**src/rtl/secure_link_pkg.sv**
```systemverilog
// -----------------------------------------------------------------------------
// secure_link_pkg
// Shared definitions for the serial Hamming(7,4) link (transmit and receive).
//   CODE_W / DATA_W : codeword and data widths
//   SYN_W           : syndrome width
//   POS_*           : 1-based bit positions of each field within a frame
//   rx_state_e      : receive FSM state encoding
// -----------------------------------------------------------------------------
package secure_link_pkg;

  localparam int CODE_W = 7;
  localparam int DATA_W = 4;
  localparam int SYN_W  = 3;

  // Serial frame order: p1, p2, D0, p4, D1, D2, D3
  localparam int POS_P1 = 1;
  localparam int POS_P2 = 2;
  localparam int POS_D0 = 3;
  localparam int POS_P4 = 4;
  localparam int POS_D1 = 5;
  localparam int POS_D2 = 6;
  localparam int POS_D3 = 7;

  typedef enum logic [1:0] {
    IDLE   = 2'd0,
    SHIFT  = 2'd1,
    DECODE = 2'd2
  } rx_state_e;

endpackage

```
**src/rtl/hamming74_decoder.sv**
```systemverilog
// -----------------------------------------------------------------------------
// hamming74_decoder
// Purely combinational Hamming(7,4) single-error-correcting decoder.
//   code     [6:0] in  : received codeword, code[k-1] holds frame position k
//   data     [3:0] out : corrected data {D3,D2,D1,D0}
//   syndrome [2:0] out : {s4,s2,s1}, the erroneous position (1..7), 0 = clean
// -----------------------------------------------------------------------------
module hamming74_decoder
  import secure_link_pkg::*;
(
  input  logic [CODE_W-1:0] code,
  output logic [DATA_W-1:0] data,
  output logic [SYN_W-1:0]  syndrome
);

  logic [CODE_W-1:0] fixed;

  assign syndrome[0] = code[POS_P1-1] ^ code[POS_D0-1] ^ code[POS_D1-1] ^ code[POS_D3-1];
  assign syndrome[1] = code[POS_P2-1] ^ code[POS_D0-1] ^ code[POS_D2-1] ^ code[POS_D3-1];
  assign syndrome[2] = code[POS_P4-1] ^ code[POS_D1-1] ^ code[POS_D2-1] ^ code[POS_D3-1];

  always_comb begin
    fixed = code;
    // The syndrome is the 1-based position of the flipped bit.
    if (syndrome != '0) begin
      fixed[syndrome - 3'd1] = ~code[syndrome - 3'd1];
    end
    data = {fixed[POS_D3-1], fixed[POS_D2-1], fixed[POS_D1-1], fixed[POS_D0-1]};
  end

endmodule

```
**src/rtl/secure_receiver.sv**
```systemverilog
// -----------------------------------------------------------------------------
// secure_receiver
// Receives one strobe-qualified serial Hamming(7,4) codeword from one of NUM_CH
// lines, corrects any single-bit error and presents the data with a one-cycle
// valid pulse.
//   clk, rst (async, active-high)
//   strobe, sof     : bit qualifier / start-of-frame (bit position 1)
//   d_in[NUM_CH]    : serial lines; ch_sel picks one, captured with sof
//   d_out[3:0]      : corrected data, held until the next valid
//   valid           : one-cycle pulse when d_out/syndrome/err_corrected update
//   err_corrected   : delivered frame had a nonzero syndrome
//   syndrome[2:0]   : erroneous position, 0 = clean
//   err_count       : saturating corrected-error counter, only present when
//                     SECURE_RX_ERRCNT_EN is defined
// -----------------------------------------------------------------------------
module secure_receiver
  import secure_link_pkg::*;
#(
  parameter int NUM_CH = 4,
  parameter int CNT_W  = 8
) (
  input  logic                      clk,
  input  logic                      rst,
  input  logic                      strobe,
  input  logic                      sof,
  input  logic [NUM_CH-1:0]         d_in,
  input  logic [$clog2(NUM_CH)-1:0] ch_sel,
  output logic [DATA_W-1:0]         d_out,
  output logic                      valid,
  output logic                      err_corrected,
  output logic [SYN_W-1:0]          syndrome
`ifdef SECURE_RX_ERRCNT_EN
  ,
  output logic [CNT_W-1:0]          err_count
`endif
);

  localparam int CH_W = $clog2(NUM_CH);

  rx_state_e           state_q, state_d;
  logic [2:0]          cnt_q, cnt_d;
  logic [CODE_W-1:0]   sr_q, sr_d;
  logic [CH_W-1:0]     ch_q, ch_d;

  // Decode result is registered once in DECODE and delivered one edge later,
  // so valid appears on the second edge after the c7 sample.
  logic                pend_q, pend_d;
  logic [DATA_W-1:0]   pend_data_q, pend_data_d;
  logic [SYN_W-1:0]    pend_syn_q, pend_syn_d;

  logic [DATA_W-1:0]   d_out_q, d_out_d;
  logic                valid_q, valid_d;
  logic                err_q, err_d;
  logic [SYN_W-1:0]    syn_q, syn_d;

  logic [DATA_W-1:0]   dec_data;
  logic [SYN_W-1:0]    dec_syn;

  hamming74_decoder u_dec (
    .code     (sr_q),
    .data     (dec_data),
    .syndrome (dec_syn)
  );

  always_comb begin
    state_d     = state_q;
    cnt_d       = cnt_q;
    sr_d        = sr_q;
    ch_d        = ch_q;
    pend_d      = 1'b0;
    pend_data_d = pend_data_q;
    pend_syn_d  = pend_syn_q;

    // sof is accepted in every state; in SHIFT it silently drops the partial
    // frame, in DECODE it starts the next frame back-to-back.
    if (strobe && sof) begin
      ch_d    = ch_sel;
      sr_d    = '0;
      sr_d[0] = d_in[ch_sel];
      cnt_d   = 3'd1;
      state_d = SHIFT;
    end else if (state_q == SHIFT && strobe) begin
      sr_d[cnt_q] = d_in[ch_q];
      cnt_d       = cnt_q + 3'd1;
      if (cnt_q == 3'd6) begin
        state_d = DECODE;
      end
    end else if (state_q == DECODE) begin
      state_d = IDLE;
      cnt_d   = 3'd0;
    end

    if (state_q == DECODE) begin
      pend_d      = 1'b1;
      pend_data_d = dec_data;
      pend_syn_d  = dec_syn;
    end

    valid_d = pend_q;
    d_out_d = d_out_q;
    syn_d   = syn_q;
    err_d   = err_q;
    if (pend_q) begin
      d_out_d = pend_data_q;
      syn_d   = pend_syn_q;
      err_d   = (pend_syn_q != '0);
    end
  end

  always_ff @(posedge clk or posedge rst) begin
    if (rst) begin
      state_q     <= IDLE;
      cnt_q       <= '0;
      sr_q        <= '0;
      ch_q        <= '0;
      pend_q      <= 1'b0;
      pend_data_q <= '0;
      pend_syn_q  <= '0;
      d_out_q     <= '0;
      valid_q     <= 1'b0;
      err_q       <= 1'b0;
      syn_q       <= '0;
    end else begin
      state_q     <= state_d;
      cnt_q       <= cnt_d;
      sr_q        <= sr_d;
      ch_q        <= ch_d;
      pend_q      <= pend_d;
      pend_data_q <= pend_data_d;
      pend_syn_q  <= pend_syn_d;
      d_out_q     <= d_out_d;
      valid_q     <= valid_d;
      err_q       <= err_d;
      syn_q       <= syn_d;
    end
  end

  assign d_out         = d_out_q;
  assign valid         = valid_q;
  assign err_corrected = err_q;
  assign syndrome      = syn_q;

`ifdef SECURE_RX_ERRCNT_EN
  logic [CNT_W-1:0] err_count_q, err_count_d;

  always_comb begin
    err_count_d = err_count_q;
    // Counts at delivery time and sticks at all-ones.
    if (pend_q && (pend_syn_q != '0) && (err_count_q != {CNT_W{1'b1}})) begin
      err_count_d = err_count_q + 1'b1;
    end
  end

  always_ff @(posedge clk or posedge rst) begin
    if (rst) begin
      err_count_q <= '0;
    end else begin
      err_count_q <= err_count_d;
    end
  end

  assign err_count = err_count_q;
`endif

endmodule

```
**config.mk**
```make
export PLATFORM = sky130hd
export DESIGN_NAME = secure_receiver
export DESIGN_NICKNAME = d
export VERILOG_FILES = /design/src/rtl/secure_link_pkg.sv /design/src/rtl/hamming74_decoder.sv /design/src/rtl/secure_receiver.sv
export SDC_FILE = /design/constraint.sdc
export NUM_CORES = 1
export LEC_CHECK = 0
export CORE_UTILIZATION = 54
export CTS_CLUSTER_SIZE = 28
export DETAILED_ROUTE_END_ITERATION = 12
export GPL_TIMING_DRIVEN = 0
export PLACE_DENSITY = 0.78
export SYNTH_ARGS = -nofsm -noshare
export SYNTH_HDL_FRONTEND = slang
export SYNTH_SLANG_ARGS = --single-unit
export TNS_END_PERCENT = 50
```
**constraint.sdc**
```tcl
create_clock -name clk -period 3.6 [get_ports clk]
set_clock_uncertainty 0.1 [all_clocks]
set_input_delay 0.54 -clock clk [delete_from_list [all_inputs] [get_ports clk]]
set_output_delay 0.54 -clock clk [all_outputs]
set_load 0.1 [all_outputs]
```
==> impl_results.md <==
- Outcome: finished clean
- Max-Cap Viols: 0
- CP delay by family, top: simple AND/OR/NAND/NOR gates
- P per Cell Area: 619 nW/µm²
- Iter 0 DRT Violations: 36
- Flop2flop setup slack: 0.87 ns
- Initial Utilization: 0.574
- Final Instance Area: 1860 µm²
- Max Fclk: 366 MHz
- CP startpoint kind: flip-flop
- Cells after Synth: 148
- Kind of critical path: reg2reg
- Die area: 3180 µm²
- Vias per inst: 5.86
- Largest net degree at the start of global routing: 32
- Final Net Count: 186
- Non-Filler Instances: 204
- Slew @ Worst Pin: 1.12 ns
- Syn nets: 162
- Clock Latency Late Sink: 0.32 ns
- Arrival time worst endpoint: 2.85 ns
- Placed Cells: 196
- Sequential power share: 0.409
- Overall Global Routing Usage: 0.204
- Final setup viols: 0
- Synth unique cells: 37
- CTS tree: built
- Die X: 56.4 µm
- Top routing layer used: met4
- Power share of the clock group: 0.163
- Register area share after synthesis: 0.486
- RSZ-0062 raised after global routing: no
- Synth warn: 0
- Synth Cell Area: 1600 µm²
- IO Pins: 19
- CP Max Fanout: 10
- Critical-path cell list: buf_2 -> xor2_1 -> xnor2_1 -> ha_1 -> clkbuf_1 -> and2_1 -> ha_1 -> nor3_1 -> a21oi_1 -> a221o_1
- Worst hold margin: 0.281 ns
- Vias: 1196
- Final worst-path cycle share: 0.759
- Post-layout util: 0.668
- Design Power: 1.15 mW
- Chip height: 56.4 µm
- Final WS setup: 0.869 ns
- Final Wtd Congestion: 0.823
- Worst Path Buf+Inv: 2
- Final min period: 2.73 ns
- Pre-CTS setup slack: 0.864 ns
- Synthesized area per cell: 10.8 µm²
- P&R area growth vs syn: 16.4%
- Ratio of cells with drive above 1 in the final layout: 0.139
- Slew Limit Fails: 0
- Min-Delay Path Class: reg2reg
- Top_reg_cell synth: dfrtp_1
- Crit path capture type: flip-flop
- Area post-placement: 1810 µm²
- Initial antenna violation count: 0
- Num Clock Sinks: 31
- Post-CTS Setup Bufs: 0
- Critical Path Max Stage Delay: 0.37 ns
- Vias in the first global route: 1152
- First-pass GRT wire length: 4.93 mm
- Core Box Area: 2780 µm²
- Leak: 0.832 nW
- Cell Rows: 19
- DRC: 0
- Worst endpoint required time: 3.72 ns
- Clock Path Buffers: 2
- Peak VDD IR: 0.454 mV
- Psw: 0.458 mW
- Wire length on met1: 1.16 mm
- Async set-reset flop share out of synthesis: 1.00
- Worst path slowest cell: dfrtp_1
- Post-DP HPWL: 2.13 mm
- Setup_tns: 0 ns
- CTS Hold Buffers Added: 0
- Internal: 0.692 mW
- Number of buffers created by CTS: 5
- Clk root buf: clkbuf_4
- Met2 wire len: 1.49 mm
- Final Hold Vio Count: 0
- DR WL/cell: 13.7 µm
- EDFF count, synth: 0
- Drt pass-1 iters: 4
- Gate power share: 0.428
- CTS H-tree lvls: 2
- Slew Limit Headroom: 0.254
- Critical Path Most Common Cell: ha_1
- Post-route ant nets: 0
- Ant. Diodes: 0
- Switching share of power: 0.398
- Clock slew at reported path FFs: 0.09 ns
- Post_cts resized: 0
- PortBufs: 17
- Flops & latches, synth: 31
- Total global routing overflow: 0
- Met3 routed wirelength: 92 µm
- Final wirelength: 2.80 mm
==> cell usage after synthesis (3+ instances only) <==
| cell type | count | share of area |
|---|---|---|
| clkbuf_1 | 5 | 0.012 |
| buf_2 | 3 | 0.0094 |
| and3_1 | 3 | 0.012 |
| xnor2_1 | 6 | 0.033 |
| ha_1 | 4 | 0.031 |
| o211ai_1 | 5 | 0.024 |
| mux2_2 | 9 | 0.063 |
| nand2_1 | 14 | 0.033 |
| nor2_1 | 5 | 0.012 |
| a21oi_1 | 10 | 0.031 |
| o21ai_0 | 10 | 0.031 |
| dfrtp_1 | 31 | 0.49 |
| nor3_1 | 3 | 0.0094 |
| nand3_1 | 4 | 0.013 |
| and2_1 | 3 | 0.012 |
| inv_1 | 5 | 0.012 |
==> power groups by stage <==
stage	registers, mW	clock network, mW	logic (mW)
after floorplan	0.500	0	0.358
after global placement	0.473	0	0.470
after detailed placement	0.478	0	0.486
after CTS	0.471	0.193	0.492
after global routing	0.482	0.203	0.548
final	0.471	0.188	0.492
==> cell families after synthesis <==
logic type,synth area share
AOI/OAI and AO/OA,0.136
xor gates and xnor gates,0.0690
adders and majority gates,0.0313
buffers and inverters,0.0329
DFF,0.486
muxes,0.104
and+or+nand+nor,0.140
==> layout make-up <==
cell class | count | area (µm²)
Sequential cell | 31 | 776
Inverter | 5 | 18.8
Timing Repair Buffer | 17 | 170
Tap cell | 31 | 38.8
Clock inverter | 3 | 15.0
Buffer | 8 | 33.8
Fill cell | 241 | 923
Multi-Input combinational cell | 104 | 768
Clock buffer | 5 | 37.5
==> registers in the layout, summed over array words and instances, names as in the netlist <==
register / flops
sr_q: 7
pend_data_q: 4
ch_q: 2
pend_q: 1
d_out: 4
err_corrected: 1
valid: 1
syndrome: 3
pend_syn_q: 3
cnt_q: 3
state_q: 2
==> final timing paths <==
path / depth (start not counted) / endpoint / start
worst max-delay path: 10 / pend_data_q[1] / sr_q[2]
min in group asynchronous: 2 / state_q[0] / rst
worst max register to register: 10 / pend_data_q[1] / sr_q[2]
worst min-delay path: 0 / valid / pend_q
max in group asynchronous: 2 / sr_q[1] / rst
worst min register to register: 0 / valid / pend_q
==> layout by cell type, fill, tap and decap left out, types with 2 or more instances in the layout <==
cell type / n
a21oi_1: 10
a221o_1: 2
a32o_1: 2
and2_1: 3
and3_1: 3
buf_2: 3
clkbuf_1: 5
clkbuf_4: 5
clkdlybuf4s50_1: 17
clkinv_2: 3
dfrtp_1: 31
ha_1: 4
inv_1: 5
mux2_2: 9
mux2i_1: 2
mux4_2: 2
nand2_1: 14
nand3_1: 4
nor2_1: 5
nor3_1: 3
nor3b_1: 2
o211ai_1: 5
o21ai_0: 10
or3_1: 2
xnor2_1: 6
xor2_1: 2
==> metal layers <==
metal / global-route usage / vias up
met5: 0 / -
met4: 0.0941 / 0
met3: 0.0484 / 7
met2: 0.381 / 28
met1: 0.215 / 579
li1: - / 582
(Power assumes the default switching activity.)
